==> config.mk <==
export PLATFORM = sky130hd
export DESIGN_NAME = ifmap_dispatch_sched
export DESIGN_NICKNAME = d
export VERILOG_FILES = /design/src/rtl/ifmap_sched_pkg.sv /design/src/rtl/ifmap_bitmap.sv /design/src/rtl/ifmap_dispatch_sched.sv
export SDC_FILE = /design/constraint.sdc
export NUM_CORES = 1
export LEC_CHECK = 0
export ABC_AREA = 0
export ABC_CLOCK_PERIOD_IN_PS = 3610
export CAP_MARGIN = 5
export CORE_ASPECT_RATIO = 0.8
export CORE_MARGIN = 2
export CORE_UTILIZATION = 62
export DETAILED_ROUTE_END_ITERATION = 10
export GPL_TIMING_DRIVEN = 0
export PLACE_DENSITY = 0.8
export SLEW_MARGIN = 20
export SYNTH_ARGS = -nofsm -noshare
export SYNTH_HDL_FRONTEND = slang
export SYNTH_HIERARCHICAL = 1
export SYNTH_SLANG_ARGS = --single-unit
==> constraint.sdc <==
create_clock -name clk -period 3.61 [get_ports clk]
set_input_delay 0.9025 -clock clk [delete_from_list [all_inputs] [get_ports clk]]
set_output_delay 0.9025 -clock clk [all_outputs]
set_load 0.05 [all_outputs]
==> src/rtl/ifmap_sched_pkg.sv <==
// ---------------------------------------------------------------------------
// ifmap_sched_pkg
// Shared types and helpers for the ifmap dispatch scheduler:
//   state_t         scheduler FSM states
//   pkt_t           NoC packet layout {rsvd, type, dst, seq, payload}
//   DATA_TYPE_IFMAP packet type code for ifmap traffic
//   row_to_dst()    ifmap row -> PE-row destination byte
// ---------------------------------------------------------------------------
package ifmap_sched_pkg;

   typedef enum logic [1:0] {
      LOAD     = 2'd0,
      GAP_WAIT = 2'd1,
      SEND     = 2'd2,
      FIN      = 2'd3
   } state_t;

   typedef struct packed {
      logic        rsvd;
      logic [1:0]  ptype;
      logic [7:0]  dst;
      logic [7:0]  seq;
      logic [12:0] payload;
   } pkt_t;

   localparam logic [1:0] DATA_TYPE_IFMAP = 2'b01;

   // Rows past the last PE row fold onto it; the low 3 bits then carry
   // the fold index (1, 2, ...) so the PE can tell the rows apart.
   function automatic logic [7:0] row_to_dst(input logic [4:0] row,
                                             input logic [4:0] depth_r);
      logic [4:0] fold;
      fold = row - depth_r + 5'd1;
      if (row < depth_r) return {row, 3'b000};
      else               return {depth_r - 5'd1, fold[2:0]};
   endfunction

endpackage

==> src/rtl/ifmap_bitmap.sv <==
// ---------------------------------------------------------------------------
// ifmap_bitmap
// Flop-based DEPTH x WIDTH spike map with a 1-bit write port and a
// combinational full-row read. Contents are intentionally not reset.
// Ports:
//   clk_i      clock
//   we_i       write enable (out-of-range addresses are ignored)
//   addr_i     linear pixel index row*WIDTH+col
//   data_i     spike bit
//   rd_row_i   row to read (rows >= DEPTH read as zero)
//   rd_bits_o  row contents, bit k = column k
// ---------------------------------------------------------------------------
module ifmap_bitmap #(
   parameter int unsigned DEPTH = 25,
   parameter int unsigned WIDTH = 25
) (
   input  logic             clk_i,
   input  logic             we_i,
   input  logic [9:0]       addr_i,
   input  logic             data_i,
   input  logic [4:0]       rd_row_i,
   output logic [WIDTH-1:0] rd_bits_o
);

   localparam int unsigned NPIX   = DEPTH * WIDTH;
   localparam logic [9:0]  NPIX_V = 10'(NPIX);

   logic [NPIX-1:0] map_q;
   logic [9:0]      base;

   always_ff @(posedge clk_i) begin
      if (we_i && (addr_i < NPIX_V)) map_q[addr_i] <= data_i;
   end

   always_comb begin
      base      = 10'(rd_row_i) * 10'(WIDTH);
      rd_bits_o = '0;
      if (rd_row_i < 5'(DEPTH)) rd_bits_o = map_q[base +: WIDTH];
   end

endmodule

==> src/rtl/ifmap_dispatch_sched.sv <==
// ---------------------------------------------------------------------------
// ifmap_dispatch_sched
// Loads a 25x25 spike map through a write handshake, then streams it to the
// NoC injection port as two packets per row (cols 0-12, then cols 13-24),
// with GAP idle cycles ahead of every packet.
// Ports:
//   clk, rst             clock, synchronous active-high reset
//   wr_valid/wr_ready    loader write handshake; wr_addr, wr_data pixel
//   out_valid/out_ready  packet handshake; out_pkt packet
//   busy                 high while dispatching (GAP_WAIT/SEND)
//   done                 one-cycle pulse after the last packet
// Build option:
//   IFMAP_SKIP_ZERO_EN   zero-payload packets are skipped (not presented)
// ---------------------------------------------------------------------------
module ifmap_dispatch_sched
   import ifmap_sched_pkg::*;
#(
   parameter int unsigned DEPTH_I   = 25,
   parameter int unsigned WIDTH_I   = 25,
   parameter int unsigned DEPTH_R   = 21,
   parameter int unsigned GAP       = 4,
   parameter logic [1:0]  DATA_TYPE = DATA_TYPE_IFMAP
) (
   input  logic        clk,
   input  logic        rst,
   input  logic        wr_valid,
   output logic        wr_ready,
   input  logic [9:0]  wr_addr,
   input  logic        wr_data,
   output logic        out_valid,
   input  logic        out_ready,
   output logic [31:0] out_pkt,
   output logic        busy,
   output logic        done
);

   localparam logic [9:0] NPIX_V   = 10'(DEPTH_I * WIDTH_I);
   localparam logic [4:0] LAST_ROW = 5'(DEPTH_I - 1);
   localparam logic [7:0] GAP_LAST = 8'((GAP > 0) ? GAP - 1 : 0);
`ifdef IFMAP_SKIP_ZERO_EN
   localparam logic       SKIP_EN  = 1'b1;
`else
   localparam logic       SKIP_EN  = 1'b0;
`endif

   state_t     state_q;
   logic [9:0] cnt_q;
   logic [4:0] row_q;
   logic       half_q;
   logic [7:0] gap_q;
   logic       wr_ready_q;
   logic       out_valid_q;
   pkt_t       out_pkt_q;
   logic       busy_q;
   logic       done_q;

   logic [4:0]         adv_row;
   logic               adv_half;
   logic               last_pkt;
   logic [4:0]         rd_row;
   logic               rd_half;
   logic [WIDTH_I-1:0] rd_bits;
   pkt_t               nxt_pkt;
   logic               wr_fire;
   logic               present;
   logic               accept;

   function automatic pkt_t build_pkt(input logic [4:0]  row,
                                      input logic        half,
                                      input logic [24:0] bits);
      pkt_t p;
      p.rsvd    = 1'b0;
      p.ptype   = DATA_TYPE;
      p.dst     = row_to_dst(row, 5'(DEPTH_R));
      p.seq     = {7'b0, half};
      p.payload = half ? {1'b0, bits[24:13]} : bits[12:0];
      return p;
   endfunction

   ifmap_bitmap #(
      .DEPTH (DEPTH_I),
      .WIDTH (WIDTH_I)
   ) u_bitmap (
      .clk_i     (clk),
      .we_i      (wr_fire),
      .addr_i    (wr_addr),
      .data_i    (wr_data),
      .rd_row_i  (rd_row),
      .rd_bits_o (rd_bits)
   );

   // The packet is registered on entry to SEND. From SEND (GAP=0 chaining)
   // the next packet is the advanced row/half; from LOAD/GAP_WAIT the
   // row/half registers already point at it.
   always_comb begin
      adv_half = ~half_q;
      adv_row  = half_q ? row_q + 5'd1 : row_q;
      last_pkt = half_q && (row_q == LAST_ROW);
      rd_row   = (state_q == SEND) ? adv_row  : row_q;
      rd_half  = (state_q == SEND) ? adv_half : half_q;
      nxt_pkt  = build_pkt(rd_row, rd_half, rd_bits);
      wr_fire  = wr_valid && wr_ready_q;
      present  = !SKIP_EN || (nxt_pkt.payload != '0);
      // A skipped packet sits in SEND with out_valid low for one cycle.
      accept   = (state_q == SEND) &&
                 ((out_valid_q && out_ready) || (SKIP_EN && !out_valid_q));
   end

   always_ff @(posedge clk) begin
      if (rst) begin
         state_q     <= LOAD;
         cnt_q       <= '0;
         row_q       <= '0;
         half_q      <= 1'b0;
         gap_q       <= '0;
         wr_ready_q  <= 1'b1;
         out_valid_q <= 1'b0;
         out_pkt_q   <= '0;
         busy_q      <= 1'b0;
         done_q      <= 1'b0;
      end else begin
         case (state_q)
            LOAD: begin
               if (wr_fire && (wr_addr < NPIX_V)) begin
                  cnt_q <= cnt_q + 10'd1;
                  if (cnt_q == NPIX_V - 10'd1) wr_ready_q <= 1'b0;
               end
               if (cnt_q == NPIX_V) begin
                  row_q  <= '0;
                  half_q <= 1'b0;
                  gap_q  <= '0;
                  busy_q <= 1'b1;
                  if (GAP == 0) begin
                     state_q     <= SEND;
                     out_valid_q <= present;
                     out_pkt_q   <= nxt_pkt;
                  end else begin
                     state_q <= GAP_WAIT;
                  end
               end
            end
            GAP_WAIT: begin
               if (gap_q == GAP_LAST) begin
                  gap_q       <= '0;
                  state_q     <= SEND;
                  out_valid_q <= present;
                  out_pkt_q   <= nxt_pkt;
               end else begin
                  gap_q <= gap_q + 8'd1;
               end
            end
            SEND: begin
               if (accept) begin
                  out_valid_q <= 1'b0;
                  if (last_pkt) begin
                     row_q   <= '0;
                     half_q  <= 1'b0;
                     busy_q  <= 1'b0;
                     done_q  <= 1'b1;
                     state_q <= FIN;
                  end else begin
                     row_q  <= adv_row;
                     half_q <= adv_half;
                     if (GAP == 0) begin
                        out_valid_q <= present;
                        out_pkt_q   <= nxt_pkt;
                     end else begin
                        gap_q   <= '0;
                        state_q <= GAP_WAIT;
                     end
                  end
               end
            end
            FIN: begin
               done_q     <= 1'b0;
               cnt_q      <= '0;
               wr_ready_q <= 1'b1;
               state_q    <= LOAD;
            end
            default: state_q <= LOAD;
         endcase
      end
   end

   assign wr_ready  = wr_ready_q;
   assign out_valid = out_valid_q;
   assign out_pkt   = out_pkt_q;
   assign busy      = busy_q;
   assign done      = done_q;

endmodule

Word-level counts from Yosys, hierarchy flattened --
Index checks and enable logic that the tools add are counted.
Cells by class: $mul 1, order comparisons 5, $add $sub $neg 5, bitwise gates (word level) 1, equality and inequality tests 14, reductions and logical operators 21, divide/modulo/power cells 0, shift operators 1, multiplexer cells 42
Operators with widths (number):
- $bwmux W625 | 1
- $shiftx A625 B11 Y25 | 1
- $mux W8 | 5
- $mux W25 | 1
- $mux W5 | 5
- $pmux W8 S3 | 1
- $eq A10 B10 Y1 const B | 2
- $pmux W10 S2 | 1
- $reduce_and A3 Y1 | 5
- $mux W1 | 14
- $ne A2 B2 Y1 const B | 7
- $mux W13 | 1
- $lt A10 B11 Y1 const B | 1
- $add A10 B1 Y10 const B | 1
- $demux W1 S10 | 1
- $ge A10 B1 Y1 const B | 1
- $lt A10 B10 Y1 const B | 1
- $lt A5 B5 Y1 const B | 2
- $mul A5 B5 Y10 const B | 1
- $mux W10 | 1
- $pmux W1 S2 | 5
- $pmux W5 S2 | 1
- $add A8 B1 Y8 const B | 1
- $eq A8 B2 Y1 const B | 1
- 15 further kinds | 29
Storage, ports and cells: register bits after elaboration 678, logic and storage cells 104, latch bits 0, bits in read-only memories 0, bits in writable memories 0, input port bits 15, memories 0

Logic depth before layout (Yosys ltp) --
word-level depth 7, depth in mapped cells 13, mapped depth without buffers 10

By module --
The synthesis kept the hierarchy.
Modules (own cells, without submodules):
- ifmap_bitmap | area an instance 27098.5 µm², seq. area each 18768.0 µm², cells each 1989, instances 1
- ifmap_dispatch_sched | area an instance 2728.9 µm², seq. area each 1061.0 µm², cells each 312, instances 1

Worst setup path before layout --
No wires, ideal clock.
path kind reg2reg, from register half_q, to register out_pkt_q, in the netlist out_pkt[8], clock period less this slack 2855 ps, setup slack 755 ps, arrival 2770 ps, buffers on the path 4, cell stages (with the launch flop) 14, cell sequence dfxtp_1 buf_4 nand4_1 o21a_1 or2_2 clkbuf_1 nand2b_1 clkbuf_1 nor2_1 clkbuf_1 a22oi_1 nand4_1 mux2i_1 a211oi_1
On the way: cells in the longest elaborated chain, start to end 6, elaborated cells between the ends (all ways) 9, those cells by class 1 x mul; 1 x order compare; 1 x shift; 5 x mux; 1 x bitwise
Ends and longest elaborated chain:
- start: declaration | line ifmap_dispatch_sched.sv:49 | logic half_q;
- start signal: assignment | line ifmap_dispatch_sched.sv:163 | half_q <= adv_half;
- $mux W5 * | line ifmap_dispatch_sched.sv:97 | adv_row = half_q ? row_q + 5'd1 : row_q;
- $mux W5 * | line ifmap_dispatch_sched.sv:99 | rd_row = (state_q == SEND) ? adv_row : row_q;
- named net rd_row[3] | line ifmap_dispatch_sched.sv:60 | logic [4:0] rd_row;
- $mul A5 B5 Y10 | line ifmap_bitmap.sv:36 | base = 10'(rd_row_i) * 10'(WIDTH);
- $shiftx A625 B11 Y25 | line ifmap_bitmap.sv:38 | if (rd_row_i < 5'(DEPTH)) rd_bits_o = map_q[base +: WIDTH];
- $mux W25 * | line ifmap_bitmap.sv:38
- named net rd_bits[8] | line ifmap_dispatch_sched.sv:62 | logic [WIDTH_I-1:0] rd_bits;
- $mux W13 * | line ifmap_dispatch_sched.sv:76 | p.payload = half ? {1'b0, bits[24:13]} : bits[12:0];
- end signal: assignment | line ifmap_dispatch_sched.sv:136 | out_pkt_q <= nxt_pkt;
- end signal: assignment | line ifmap_dispatch_sched.sv:147 | out_pkt_q <= nxt_pkt;
- end signal: assignment | line ifmap_dispatch_sched.sv:166 | out_pkt_q <= nxt_pkt;
- end: declaration | line ifmap_dispatch_sched.sv:53 | pkt_t out_pkt_q;
Mark *: on every way through the listed nets, which the timed path passes. The rest lies on a longest branch. A chain may end at the register's enable or synchronous reset.

Final worst setup path --
from register row_q[0], to register out_pkt_q, in the netlist out_pkt[0]
On the way: cells in the longest elaborated chain, start to end 7, elaborated cells between the ends (all ways) 8, those cells by class 1 x add/sub; 1 x mul; 1 x order compare; 1 x shift; 4 x mux
Ends and longest elaborated chain:
- start: declaration | line ifmap_dispatch_sched.sv:48 | logic [4:0] row_q;
- start signal: assignment | line ifmap_dispatch_sched.sv:162 | row_q <= adv_row;
- $add A5 B1 Y5 * | line ifmap_dispatch_sched.sv:97
- $mux W5 * | line ifmap_dispatch_sched.sv:97
- $mux W5 * | line ifmap_dispatch_sched.sv:99
- named net rd_row[1] | line ifmap_dispatch_sched.sv:60
- $mul A5 B5 Y10 | line ifmap_bitmap.sv:36
- $shiftx A625 B11 Y25 | line ifmap_bitmap.sv:38
- $mux W25 * | line ifmap_bitmap.sv:38
- named net rd_bits[13] | line ifmap_dispatch_sched.sv:62
- $mux W13 * | line ifmap_dispatch_sched.sv:76
Marks and branches as above.

==> summary.txt <==
Run status
  • Status: finished, violations left
  • Violated checks: setup timing

Synthesis
  • Synthesized-area fraction occupied by adder cells: 0.00294
  • Count of flip-flops with a built-in enable after synthesis: 625
  • FFs w/ async S/R, synth: 0
  • Top cell type's share of synthesized area: 0.629
  • Mux share of post-synthesis cell area: 0.117
  • Post-synthesis share of cell area spent on xor and xnor gates: 0.00294
  • Synthesis Warnings: 6
  • Synth area leaders: sky130_fd_sc_hd__edfxtp_1, sky130_fd_sc_hd__nor2_1, sky130_fd_sc_hd__mux4_2, sky130_fd_sc_hd__mux2i_1, sky130_fd_sc_hd__dfxtp_1
  • Mean Syn Cell Area: 13.0 sq um
  • Compound-Gate Fraction of Synth Area: 0.0418
  • Syn Inst Count: 2301
  • FF+latch count, synth: 678
  • Ys flop type: sky130_fd_sc_hd__edfxtp_1
  • Main combinational cell family by area after synthesis: simple AND/OR/NAND/NOR gates
  • Count of different cell masters after synthesis: 68
  • Fraction of the mapped netlist area in simple logic gates: 0.137
  • Post-synthesis cell type with the largest combined area: sky130_fd_sc_hd__edfxtp_1
  • Cell area after synthesis: 29800 sq um
  • Part of the Yosys area used for sequential elements: 0.665

Clock network
  • Num CTS Buffers: 67
  • Root buffer selected by CTS: sky130_fd_sc_hd__clkbuf_16
  • Number of H-tree branching levels: 3
  • TritonCTS Sinks: 678
  • Bufs on Longest Clock Path: 3
  • Clock tree from TritonCTS: built
  • Clock-pin slew on the worst setup and hold paths: 60 ps
  • CTS Hold Bufs: 0
  • Insertion delay to the later sink of the worst-skew pair: 640 ps

Job
  • Max capacitance violation total: 0

Layout
  • Highest-count cells in the layout ignoring fill and taps: sky130_fd_sc_hd__nor2_1, sky130_fd_sc_hd__edfxtp_1, sky130_fd_sc_hd__mux2i_1, sky130_fd_sc_hd__nand2_1, sky130_fd_sc_hd__mux4_2
  • Layout overhead on the synthesized area: 12.8%
  • Most frequent standard cell in the layout excluding fill and tap cells: sky130_fd_sc_hd__nor2_1
  • Non-filler instance count after layout: 3107
  • Fraction of final layout cells sized beyond drive strength 1: 0.144
  • Net total in the final layout: 2449

Floorplan
  • Number of rows in the core area: 71
  • Die Span X: 249 um
  • Std-Cell Core Area: 47300 sq um
  • Die area: 49900 sq um
  • Die extent in y: 200 um
  • Starting density of the core: 0.631
  • Number of I/O pins: 51

Critical path
  • Maximum fanout along the worst path: 10
  • Arrival time at the worst endpoint: 4160 ps
  • Data required, critical path: 4090 ps
  • CP endpoint kind: flip-flop
  • WS Path Type: reg -> reg
  • Timing startpoint of the critical path: row_q[0]$_SDFFE_PP0P_
  • Depth of the worst register-to-register path: 12
  • Internal reg-to-reg setup slack: -70 ps
  • Reg-to-reg critical path endpoint: out_pkt[0]$_SDFFE_PP0P_
  • Crit start category: flip-flop
  • Reg-to-reg critical path startpoint: row_q[0]$_SDFFE_PP0P_
  • Worst setup path endpoint: out_pkt[0]$_SDFFE_PP0P_

Detailed routing
  • Total length of routed wires: 111000 um
  • 1st-pass router iterations: 9
  • First-iteration detailed-routing DRC count: 4835
  • Drt drc: 0
  • Count of antenna-violating nets left after detailed routing: 0
  • Average wire per standard cell: 35.7 um
  • Detailed-route via count: 22300
  • Drt via density: 7.19

Timing
  • Final slew viol count: 0
  • Rel. slew slack: 0.0880
  • Count of endpoints failing setup in the final report: 17
  • Upper clock frequency limit: 0.272 GHz
  • Setup repair after global routing missed its margin: true
  • Hold violation count in the final report: 0
  • Setup TNS: -374 ps
  • Worst clock skew: 19.0 ps
  • Worst hold slack: 457 ps
  • Final critical-path setup slack: -69.2 ps
  • Pin slew with the least headroom to its limit: 1370 ps
  • Period utilisation layout: 1.02
  • Post-layout minimum cycle time: 3680 ps

Place
  • Port-buffer cells: 40
  • RD Place Congestion: 1.03
  • Total instance count after detailed placement: 2973
  • Half-perimeter wire length after placement: 71700 um

Global routing
  • Met1 usage in global routing: 0.581
  • Grt peak-use layer: met2
  • Antenna violations before repair: 9
  • Met3 track demand over resource: 0.229
  • Aggregate global-route resource usage: 0.445
  • GR met2 Demand/Resource: 0.594
  • Wire length of the first global-routing pass: 154000 um
  • Largest net degree at the start of global routing: 158
  • Vias in the first global route: 21100
  • Total gr overflow: 0

Min path
  • Type of the tightest min-delay check: reg -> reg
  • Start point of the worst min-delay path: out_pkt[27]$_SDFFE_PP0P_

Power
  • Maximum resistive drop on vdd: 0.000434 V
  • Power per cell area: 469 nW/um^2
  • Leakage power figure: 10.1 nW
stage by stage:
stage,power [mW],instance area [sq um],setup WS (ps),util
after CTS,15.7,33500,20.7,0.709
after floorplan,8.86,29900,755,-
after global routing,16.1,33600,-33.6,0.712
after global placement,9.22,31000,-12570,0.657
final,15.8,33600,-69.2,0.712
after detailed placement,9.08,31200,-1130,0.660
sequential cells by signal (all words and copies together), names as in the netlist:
register,count
u_bitmap/map_q,625
out_pkt,23
cnt_q,10
gap_q,8
row_q,5
state_q,2
busy,1
done,1
half_q,1
out_valid,1
wr_ready,1
critical path, stage by stage (launching register included):
cell and delay [ps]:
sky130_fd_sc_hd__dfxtp_2 410, sky130_fd_sc_hd__inv_1 120, sky130_fd_sc_hd__ha_1 330, sky130_fd_sc_hd__mux2_2 280, sky130_fd_sc_hd__buf_6 220, sky130_fd_sc_hd__buf_6 220
sky130_fd_sc_hd__buf_6 240, sky130_fd_sc_hd__buf_4 270, sky130_fd_sc_hd__mux4_2 330, sky130_fd_sc_hd__a22oi_1 330, sky130_fd_sc_hd__nand4_1 320, sky130_fd_sc_hd__mux2i_1 330
sky130_fd_sc_hd__a211oi_1 110
worst min-delay path by stage:
stage,cells past startpoint,endpoint,slack [ps]
3_3_place_gp,2,out_pkt[22]$_SDFFE_PP0P_,450
6_report,2,out_pkt[27]$_SDFFE_PP0P_,460
3_5_place_dp,2,out_pkt[22]$_SDFFE_PP0P_,450
5_1_grt,2,out_pkt[12]$_SDFFE_PP0P_,470
2_1_floorplan,1,gap_q[7]$_SDFFE_PP0P_,450
4_1_cts,2,out_pkt[22]$_SDFFE_PP0P_,460
power breakdown:
group	leakage (nW)	internal, mW	total [mW]	switching, mW
logic	3.02	0.0605	0.368	0.307
clock network	1.03	3.74	6.83	3.09
registers	6.04	8.57	8.57	0.00189
final cells by class:
| cell class | instances | area, sq um |
|---|---|---|
| tap | 620 | 776 |
| buffer | 199 | 1040 |
| fill | 3173 | 13600 |
| clock inverter | 41 | 345 |
| clock buffer | 81 | 1760 |
| timing repair buffer | 52 | 576 |
| multi-input combinational | 1414 | 9250 |
| sequential | 678 | 19800 |
| antenna | 7 | 17.5 |
| inverter | 15 | 56.3 |
synthesized netlist by cell type, types with 7 or more instances:
cell and instances:
sky130_fd_sc_hd__nor2_1 690, sky130_fd_sc_hd__edfxtp_1 625, sky130_fd_sc_hd__mux2i_1 163, sky130_fd_sc_hd__nand2_1 97, sky130_fd_sc_hd__clkbuf_1 90, sky130_fd_sc_hd__mux4_2 76, sky130_fd_sc_hd__a22oi_1 74, sky130_fd_sc_hd__nand3_1 59
sky130_fd_sc_hd__dfxtp_1 53, sky130_fd_sc_hd__buf_2 45, sky130_fd_sc_hd__buf_1 42, sky130_fd_sc_hd__nand4_1 33, sky130_fd_sc_hd__a21oi_1 30, sky130_fd_sc_hd__a211oi_1 27, sky130_fd_sc_hd__buf_4 20, sky130_fd_sc_hd__nand2b_1 15
sky130_fd_sc_hd__inv_1 14, sky130_fd_sc_hd__mux2_2 14, sky130_fd_sc_hd__nor3_1 12, sky130_fd_sc_hd__nor2b_1 10, sky130_fd_sc_hd__a311oi_1 8, sky130_fd_sc_hd__nand2_2 8, sky130_fd_sc_hd__ha_1 7
routing by layer:
| metal | wire [um] | vias to the layer above | share of wire |
|---|---|---|---|
| li1 | - | 8610 | - |
| met1 | 36600 | 10800 | 0.33 |
| met2 | 44300 | 2318 | 0.40 |
| met3 | 21500 | 553 | 0.19 |
| met4 | 8210 | 22 | 0.074 |
| met5 | 331 | - | 0.0030 |
timing repair:
item / CTS / global route
endpoints found under the hold margin: 0 / 0
pin swaps: 4 / 2
setup buffers: 4 / 4
endpoints found under the setup margin: 36 / 73
resized for setup: 65 / 24
cell families (layout without fill, tap and decap cells):
logic type,after synthesis,count (layout)
and+or+nand+nor,968,968
xor gates and xnor gates,10,10
muxes,253,253
adders and majority gates,7,7
AOI/OAI and AO/OA,167,167
other,1,16
buffers and inverters,217,388
DFF,678,678
Note: power is estimated with default switching activity, not from simulation.
